==> src/rtl/id_exe_pipe_reg.sv <==
// ---------------------------------------------------------------------------
// id_exe_pipe_reg
//
// ID/EXE pipeline register of the 5-stage MIPS core. It captures the decoded
// controls and operands from ID on every rising clk edge and presents them to
// the EXE stage. It also does the following:
//   - inserts a bubble for a load-use hazard or a control-flow flush
//   - freezes while EXE is stalled by a downstream multicycle unit
//   - raises lu_stall so that PC and IF/ID hold the dependent instruction
//
// Ports
//   clk, rst                 rising-edge clock, synchronous active-high reset
//   hold                     EXE stall: every e_* output keeps its value
//   flush                    branch/jump taken: the ID instruction is wrong-path
//   d_valid                  ID slot holds a real instruction
//   d_wreg .. d_jal          decoded single-bit controls
//   d_aluc                   ALU operation
//   d_rn                     destination register
//   d_rs, d_rt               source register numbers
//   d_use_rs, d_use_rt       ID instruction actually reads rs / rt
//   d_qa, d_qb               forwarded register operands
//   d_imm                    extended immediate
//   d_pc4                    PC+4
//   e_*                      registered copies of the above, toward EXE
//   lu_stall                 load-use stall request to PC and IF/ID
// ---------------------------------------------------------------------------
module id_exe_pipe_reg #(
  parameter int DW = 32,
  parameter int RW = 5,
  parameter int CW = 4
) (
  input  logic          clk,
  input  logic          rst,
  input  logic          hold,
  input  logic          flush,
  input  logic          d_valid,
  input  logic          d_wreg,
  input  logic          d_m2reg,
  input  logic          d_wmem,
  input  logic          d_aluimm,
  input  logic          d_shift,
  input  logic          d_jal,
  input  logic [CW-1:0] d_aluc,
  input  logic [RW-1:0] d_rn,
  input  logic [RW-1:0] d_rs,
  input  logic [RW-1:0] d_rt,
  input  logic          d_use_rs,
  input  logic          d_use_rt,
  input  logic [DW-1:0] d_qa,
  input  logic [DW-1:0] d_qb,
  input  logic [DW-1:0] d_imm,
  input  logic [DW-1:0] d_pc4,
  output logic          e_valid,
  output logic          e_wreg,
  output logic          e_m2reg,
  output logic          e_wmem,
  output logic          e_aluimm,
  output logic          e_shift,
  output logic          e_jal,
  output logic [CW-1:0] e_aluc,
  output logic [RW-1:0] e_rn,
  output logic [DW-1:0] e_qa,
  output logic [DW-1:0] e_qb,
  output logic [DW-1:0] e_imm,
  output logic [DW-1:0] e_pc4,
  output logic          lu_stall
);

  // Remembers a flush that arrived while frozen, so that the flush is applied
  // on the first edge that is not held.
  logic flush_pend;

  logic rs_hit;
  logic rt_hit;
  logic ex_is_load;
  logic bubble;

  // A load that is in EXE writes a register that is not $0. If the ID
  // instruction reads that register, the loaded data is not ready in time.
  assign ex_is_load = e_valid & e_m2reg & e_wreg & (e_rn != '0);
  assign rs_hit     = d_use_rs & (d_rs == e_rn);
  assign rt_hit     = d_use_rt & (d_rt == e_rn);

  // Gated by hold: the pipe is frozen anyway. Gating it here keeps a
  // stall-and-hold overlap from costing two bubbles.
  assign lu_stall = ex_is_load & (rs_hit | rt_hit) & d_valid & ~hold;

  // A flush takes priority over a load-use stall. Both cases produce one
  // bubble, so the two causes can share the same path.
  assign bubble = flush | flush_pend | lu_stall;

  always_ff @(posedge clk) begin
    if (rst) begin
      flush_pend <= 1'b0;
      e_valid    <= 1'b0;
      e_wreg     <= 1'b0;
      e_m2reg    <= 1'b0;
      e_wmem     <= 1'b0;
      e_aluimm   <= 1'b0;
      e_shift    <= 1'b0;
      e_jal      <= 1'b0;
      e_aluc     <= '0;
      e_rn       <= '0;
      e_qa       <= '0;
      e_qb       <= '0;
      e_imm      <= '0;
      e_pc4      <= '0;
    end else if (hold) begin
      if (flush) begin
        flush_pend <= 1'b1;
      end
    end else begin
      flush_pend <= 1'b0;
      // The payload is always loaded from ID, even for a bubble. This keeps
      // the don't-care fields deterministic in waveforms.
      e_aluimm   <= d_aluimm;
      e_shift    <= d_shift;
      e_aluc     <= d_aluc;
      e_rn       <= d_rn;
      e_qa       <= d_qa;
      e_qb       <= d_qb;
      e_imm      <= d_imm;
      e_pc4      <= d_pc4;
      if (bubble) begin
        e_valid  <= 1'b0;
        e_wreg   <= 1'b0;
        e_m2reg  <= 1'b0;
        e_wmem   <= 1'b0;
        e_jal    <= 1'b0;
      end else begin
        e_valid  <= d_valid;
        e_wreg   <= d_wreg;
        e_m2reg  <= d_m2reg;
        e_wmem   <= d_wmem;
        e_jal    <= d_jal;
      end
    end
  end

endmodule

==> config.mk <==
export PLATFORM = sky130hd
export DESIGN_NAME = id_exe_pipe_reg
export DESIGN_NICKNAME = d
export VERILOG_FILES = /design/src/rtl/id_exe_pipe_reg.sv
export SDC_FILE = /design/constraint.sdc
export NUM_CORES = 1
export LEC_CHECK = 0
export ABC_AREA = 1
export CORE_ASPECT_RATIO = 0.5
export CORE_MARGIN = 4
export CORE_UTILIZATION = 34
export DETAILED_ROUTE_END_ITERATION = 6
export PLACE_DENSITY = 0.72
export RECOVER_POWER = 50
export SYNTH_ARGS = -nofsm -noshare
export SYNTH_HDL_FRONTEND = slang
export SYNTH_SLANG_ARGS = --single-unit
==> constraint.sdc <==
create_clock -name clk -period 1.05 [get_ports clk]
set_clock_uncertainty 0.05 [all_clocks]
set_input_delay 0.1575 -clock clk [delete_from_list [all_inputs] [get_ports clk]]
set_output_delay 0.1575 -clock clk [all_outputs]
set_load 0.03 [all_outputs]
Yosys cells after proc, flatten, opt, wreduce, memory -nomap -nowiden

Cells that the tools add are included.

Add/subtract/negate cells: 0
Multipliers: 0
Divide/modulo/power cells: 0
Order comparisons: 0
Equal/unequal tests: 2
Shift-type cells: 0
Muxes and demuxes: 5
Bitwise gates (word level): 12
Reduce and logical (&&, ||, !) cells: 2

Operators with widths:

| operator          | count |
|---|---|
| $eq 5x5->1        | 2 |
| $and 1x1->1       | 8 |
| $mux 1            | 5 |
| $reduce_bool 5->1 | 1 |
| $or 1x1->1        | 3 |
| $reduce_or 2->1   | 1 |
| $not 1->1         | 1 |

Bits in registers: 145
Latch bits: 0
RAM bits: 0
ROM bits: 0
Logic and storage cells: 35
Memories: 0

Logic depth before layout (Yosys ltp)

Depth in word-level cells: 8
Gate-level depth with buffers: 9
Gate-level depth less buffers: 9

Worst setup path after synthesis

Ideal clock, no wire load.

Path type: register to output
Start point: register e_rn[3]
End point: output port lu_stall
Arrival time: 1.253 ns
Data required time: 0.842 ns
Slack: -0.410 ns
Cell stages (with the launch flop): 9
Cells stage by stage: dfxtp_1 -> inv_1 -> nand2_1 -> nand2_1 -> nor2_1 -> nand3_1 -> nand2_1 -> nand2_2 -> inv_1

Longest elaborated chain between the ends: 6

RTL lines:

| item                           | RTL line | RTL |
|---|---|---|
| start: declaration             | 61       | `output logic [RW-1:0] e_rn,` |
| start signal: assignment       | 119      | `e_rn <= d_rn;` |
| $eq 5x5->1 (on tied branches)  | 81, 82   |  |
| $and 1x1->1 (on tied branches) | 81, 82   |  |
| $or 1x1->1                     | 86       | `assign lu_stall = ex_is_load & (rs_hit \| rt_hit) & d_valid & ~hold;` |
| $and 1x1->1 (*) (3 in series)  | 86       |  |
| end: declaration               | 66       | `output logic lu_stall` |

Mark *: on every way between the ends. The rest lies on a longest branch, timed or not.

Worst setup path in the final report

Same ends and word-level chain as after synthesis.

==> out/results.md <==
- 8280 sq um — post-place instance area
- sky130_fd_sc_hd__dfxtp_1 — Synth Flop Type
- 87.6% — synthesis-to-layout area growth
- sky130_fd_sc_hd__dfxtp_1 — cell accounting for the most synthesized area
- sky130_fd_sc_hd__nand2_1 — cell with the most instances after synthesis
- 304 — number of buffers added on ports
- 2 — Clock Path Buffers
- 0.84 ns — worst endpoint required time
- 5683 — via count of the first global-routing pass
- 0.00397 W — switching power of the nets
- 14800 sq um — core area
- flop — critical path launch point type
- 0 — number of endpoints with negative hold slack in the final report
- met2 — most congested layer reported by global routing
- 0.06 ns — clock transition at the register clock pins on the worst setup and hold paths after CTS
- lu_stall — Critical Path End
- 9850 sq um — final design area excluding fillers
- 0 — count of antenna diodes in the layout
- 255 — count of routing violations after the opening detailed-route iteration
- 77.5% — relative slew slack
- 0 — Final Max Tran Viols
- flop to output pin — worst setup path class
- 1530 nW/um^2 — power density of the placed cells
- 5 — critical path peak fanout
- 0 — number of enable flip-flop cells after synthesis
- 4.72% — global routing usage on met3
- -0.41 ns — reg-to-reg slack, setup
- sky130_fd_sc_hd__dfxtp_1 (55%), sky130_fd_sc_hd__nand2_1 (22%), sky130_fd_sc_hd__nand3_1 (14%) — top cells by area, synth
- 4 — total number of H-tree levels
- 4.74 nW — leakage power
- 40.3% — Clk network pwr share
- 0 — number of buffers added to fix hold violations after cts
- 36.5% — global routing usage on met2
- sky130_fd_sc_hd__nand2_1 (309), sky130_fd_sc_hd__nand3_1 (147), sky130_fd_sc_hd__dfxtp_1 (145), sky130_fd_sc_hd__buf_2 (26), sky130_fd_sc_hd__inv_1 (19) — top post-synthesis cells by count
- setup timing — violations in the final reports
- e_rn[3]$_SDFFE_PP0N_ — R2R Path Start
- e_wmem$_SDFFE_PP0N_ — endpoint of the worst-slack reg-to-reg timing path
- 28.7 mm — wire length of the first global-routing pass
- 55.3% — proportion of netlist area held by the largest area contributor
- 17600 sq um — overall die area
- 1.70 ns — final critical delay including setup and external delays
- 0 — number of warnings printed during yosys synthesis
- 23.5% — met1 usage in global routing
- 184 um — x dimension of the die
- 95.9 um — die outline height
- 0% — ys async rst share
- 1226 — count of placed standard cells in the final layout, fillers left out
- 37.4% — fraction of final layout cells with drive strength greater than 1
- 19.1% — share of total power in combinational logic
- sky130_fd_sc_hd__clkbuf_16 — CTS root buf
- -13.83 ns — accumulated negative setup slack
- 261 — total of endpoints with negative setup slack in the final report
- 0 — number of antenna violations at the first check in global routing
- 5250 sq um — synthesized area
- 0 — GRT Residual Overflow
- 4.59 — post-detailed-route via-to-cell ratio
- 7.58 sq um — mean instance size in the synthesized netlist
- 0.40 ns — clk_lat worst skew
- 1247 — fill cell total of the finished layout
- 26.3% — Sw Share
- -0.654 ns — final setup margin
- 0.0111 W — Internal Dissipation
- 31 — row cnt
- e_rn[3]$_SDFFE_PP0N_ — Critical Path Start
- 0 — DRC viols
- complete, but fails checks — result of the run
- 145 — count of state elements after synthesis
- 0.587 GHz — maximum clock frequency
- 145 — Clock Sinks
- output pin — Worst Setup End Kind
- 15 — distinct cell type count after synthesis
- 15.3 um — average wire length per cell after detail routing
- 162% — final critical-path share of the clock period
- 0 — Antenna Violating Nets Remaining
- 5630 — total vias in the final route
- 693 — cell count after synthesis
- input port to flop — hold crit path type
- 11 — count of cells along the worst register-to-register path
- 1.42 mV — maximum resistive drop on vdd
- 1176 — Cells after DPL
- 853 — synthesized net count
- 18.7 mm — final wirelength
- 71 — maximum number of pins on one net before global-route repair
- 17 — clock buffer count from CTS
- yes — RSZ-0062 raised after global routing
- 12.9 mm — HPWL reported at the end of detailed placement
- 55.3% — sequential share of the synthesized area
- 66.7% — end-of-flow core utilization
- 0 — max-cap violations
- 0.848 — routability-driven placement congestion ratio
- 5 — first-pass iteration count of the detailed router
- 1176 — Total Nets Final
- 305 — top-level port count
- 1.50 ns — crit path DAT
- 0.336 ns — transition time at the pin with the least slew margin
- 40.6% — sequential power share
- 35.5% — Initial Utilization
- done — clock tree from TritonCTS
- 0.227 ns — Hold Worst Slack
- 20.3% — GR Util All Layers
==> power groups by stage <==
stage          Sequential, W  Combinational (W)  Clock, W
4_1_cts              0.00612            0.00286   0.00622
2_1_floorplan        0.00674           0.000579         0
5_1_grt              0.00616            0.00305   0.00644
6_report             0.00612            0.00288   0.00606
3_3_place_gp         0.00611            0.00255         0
3_5_place_dp         0.00612            0.00257         0
==> worst max-delay path, cell delays in order, from the launching register on <==
cell	delay [ns]
sky130_fd_sc_hd__dfxtp_4	0.37
sky130_fd_sc_hd__inv_4	0.05
sky130_fd_sc_hd__nand2_1	0.05
sky130_fd_sc_hd__nand2_1	0.06
sky130_fd_sc_hd__nor2_2	0.15
sky130_fd_sc_hd__nand3_1	0.08
sky130_fd_sc_hd__nand2_1	0.09
sky130_fd_sc_hd__nand2_2	0.08
sky130_fd_sc_hd__inv_4	0.05
sky130_fd_sc_hd__buf_6	0.12
==> flip-flops by register name, summed over array words and instances, names as in the netlist <==
name        cells
e_aluc          4
e_aluimm        1
e_imm          32
e_jal           1
e_m2reg         1
e_pc4          32
e_qa           32
e_qb           32
e_rn            5
e_shift         1
e_valid         1
e_wmem          1
e_wreg          1
flush_pend      1
==> stage by stage <==
step / total power, W / worst slack, ns
detailed placement: 0.00869 / -0.583
finish: 0.0151 / -0.654
CTS: 0.0152 / -0.642
floorplan: 0.00732 / -0.114
global placement: 0.00866 / -0.613
global route: 0.0156 / -0.729
==> cells by family after synthesis <==
logic type,synth area share (%)
flip-flops,55.3
AO/OA/AOI/OAI,0.572
buffers and inverters,6.48
AND/OR/NAND/NOR,37.7
==> cell type report <==
cell class | instances | area, sq um | share of cell area, %
sequential | 145 | 3100 | 31.4
multi-input combinational | 481 | 2040 | 20.7
inverter | 22 | 100 | 1.02
tap | 198 | 248 | 2.51
timing repair buffer | 349 | 3780 | 38.3
clock buffer | 18 | 429 | 4.36
clock inverter | 13 | 164 | 1.66
==> layer usage <==
layer | vias to the layer above | share of wire [%]
met2 | 153 | 51
li1 | 2843 | -
met5 | - | 0
met4 | 0 | 3.3
met1 | 2596 | 40
met3 | 38 | 5.2
==> layout by cell type (no fill, tap or decap), drive strengths merged <==
master,netlist,final
nand2,310,310
buf,40,188
clkdlybuf4s50,0,157
nand3,147,147
dfxtp,145,145
inv,22,23
clkbuf,5,18
nor2,17,17
clkinv,0,7
o21ai,6,6
bufinv,0,3
clkinvlp,0,2
bufbuf,0,2
nand4,1,1
clkdlybuf4s15,0,1
dlygate4sd2,0,1
==> what timing repair did <==
item / in CTS / in global routing
resized for setup: 291 / 15
setup endpoints to repair: 288 / 233
buffers inserted: 11 / 10
cloned: 2 / 0
pin swaps: 4 / 7
==> how the worst min path moves through the flow <==
stage	startpoint	end	slack, ns	cells after the start
after floorplan	d_rn[0]	e_rn[0]$_SDFFE_PP0N_	0.25	2
after global placement	e_qb[6]$_SDFFE_PP0N_	e_qb[6]$_SDFFE_PP0N_	0.38	2
after detailed placement	e_pc4[18]$_SDFFE_PP0N_	e_pc4[18]$_SDFFE_PP0N_	0.38	2
after CTS	d_qb[6]	e_qb[6]$_SDFFE_PP0N_	0.24	3
after global routing	d_qa[27]	e_qa[27]$_SDFFE_PP0N_	0.25	3
final	rst	e_valid$_SDFFE_PP0N_	0.23	4
Note: power is estimated with default switching activity, not from simulation.
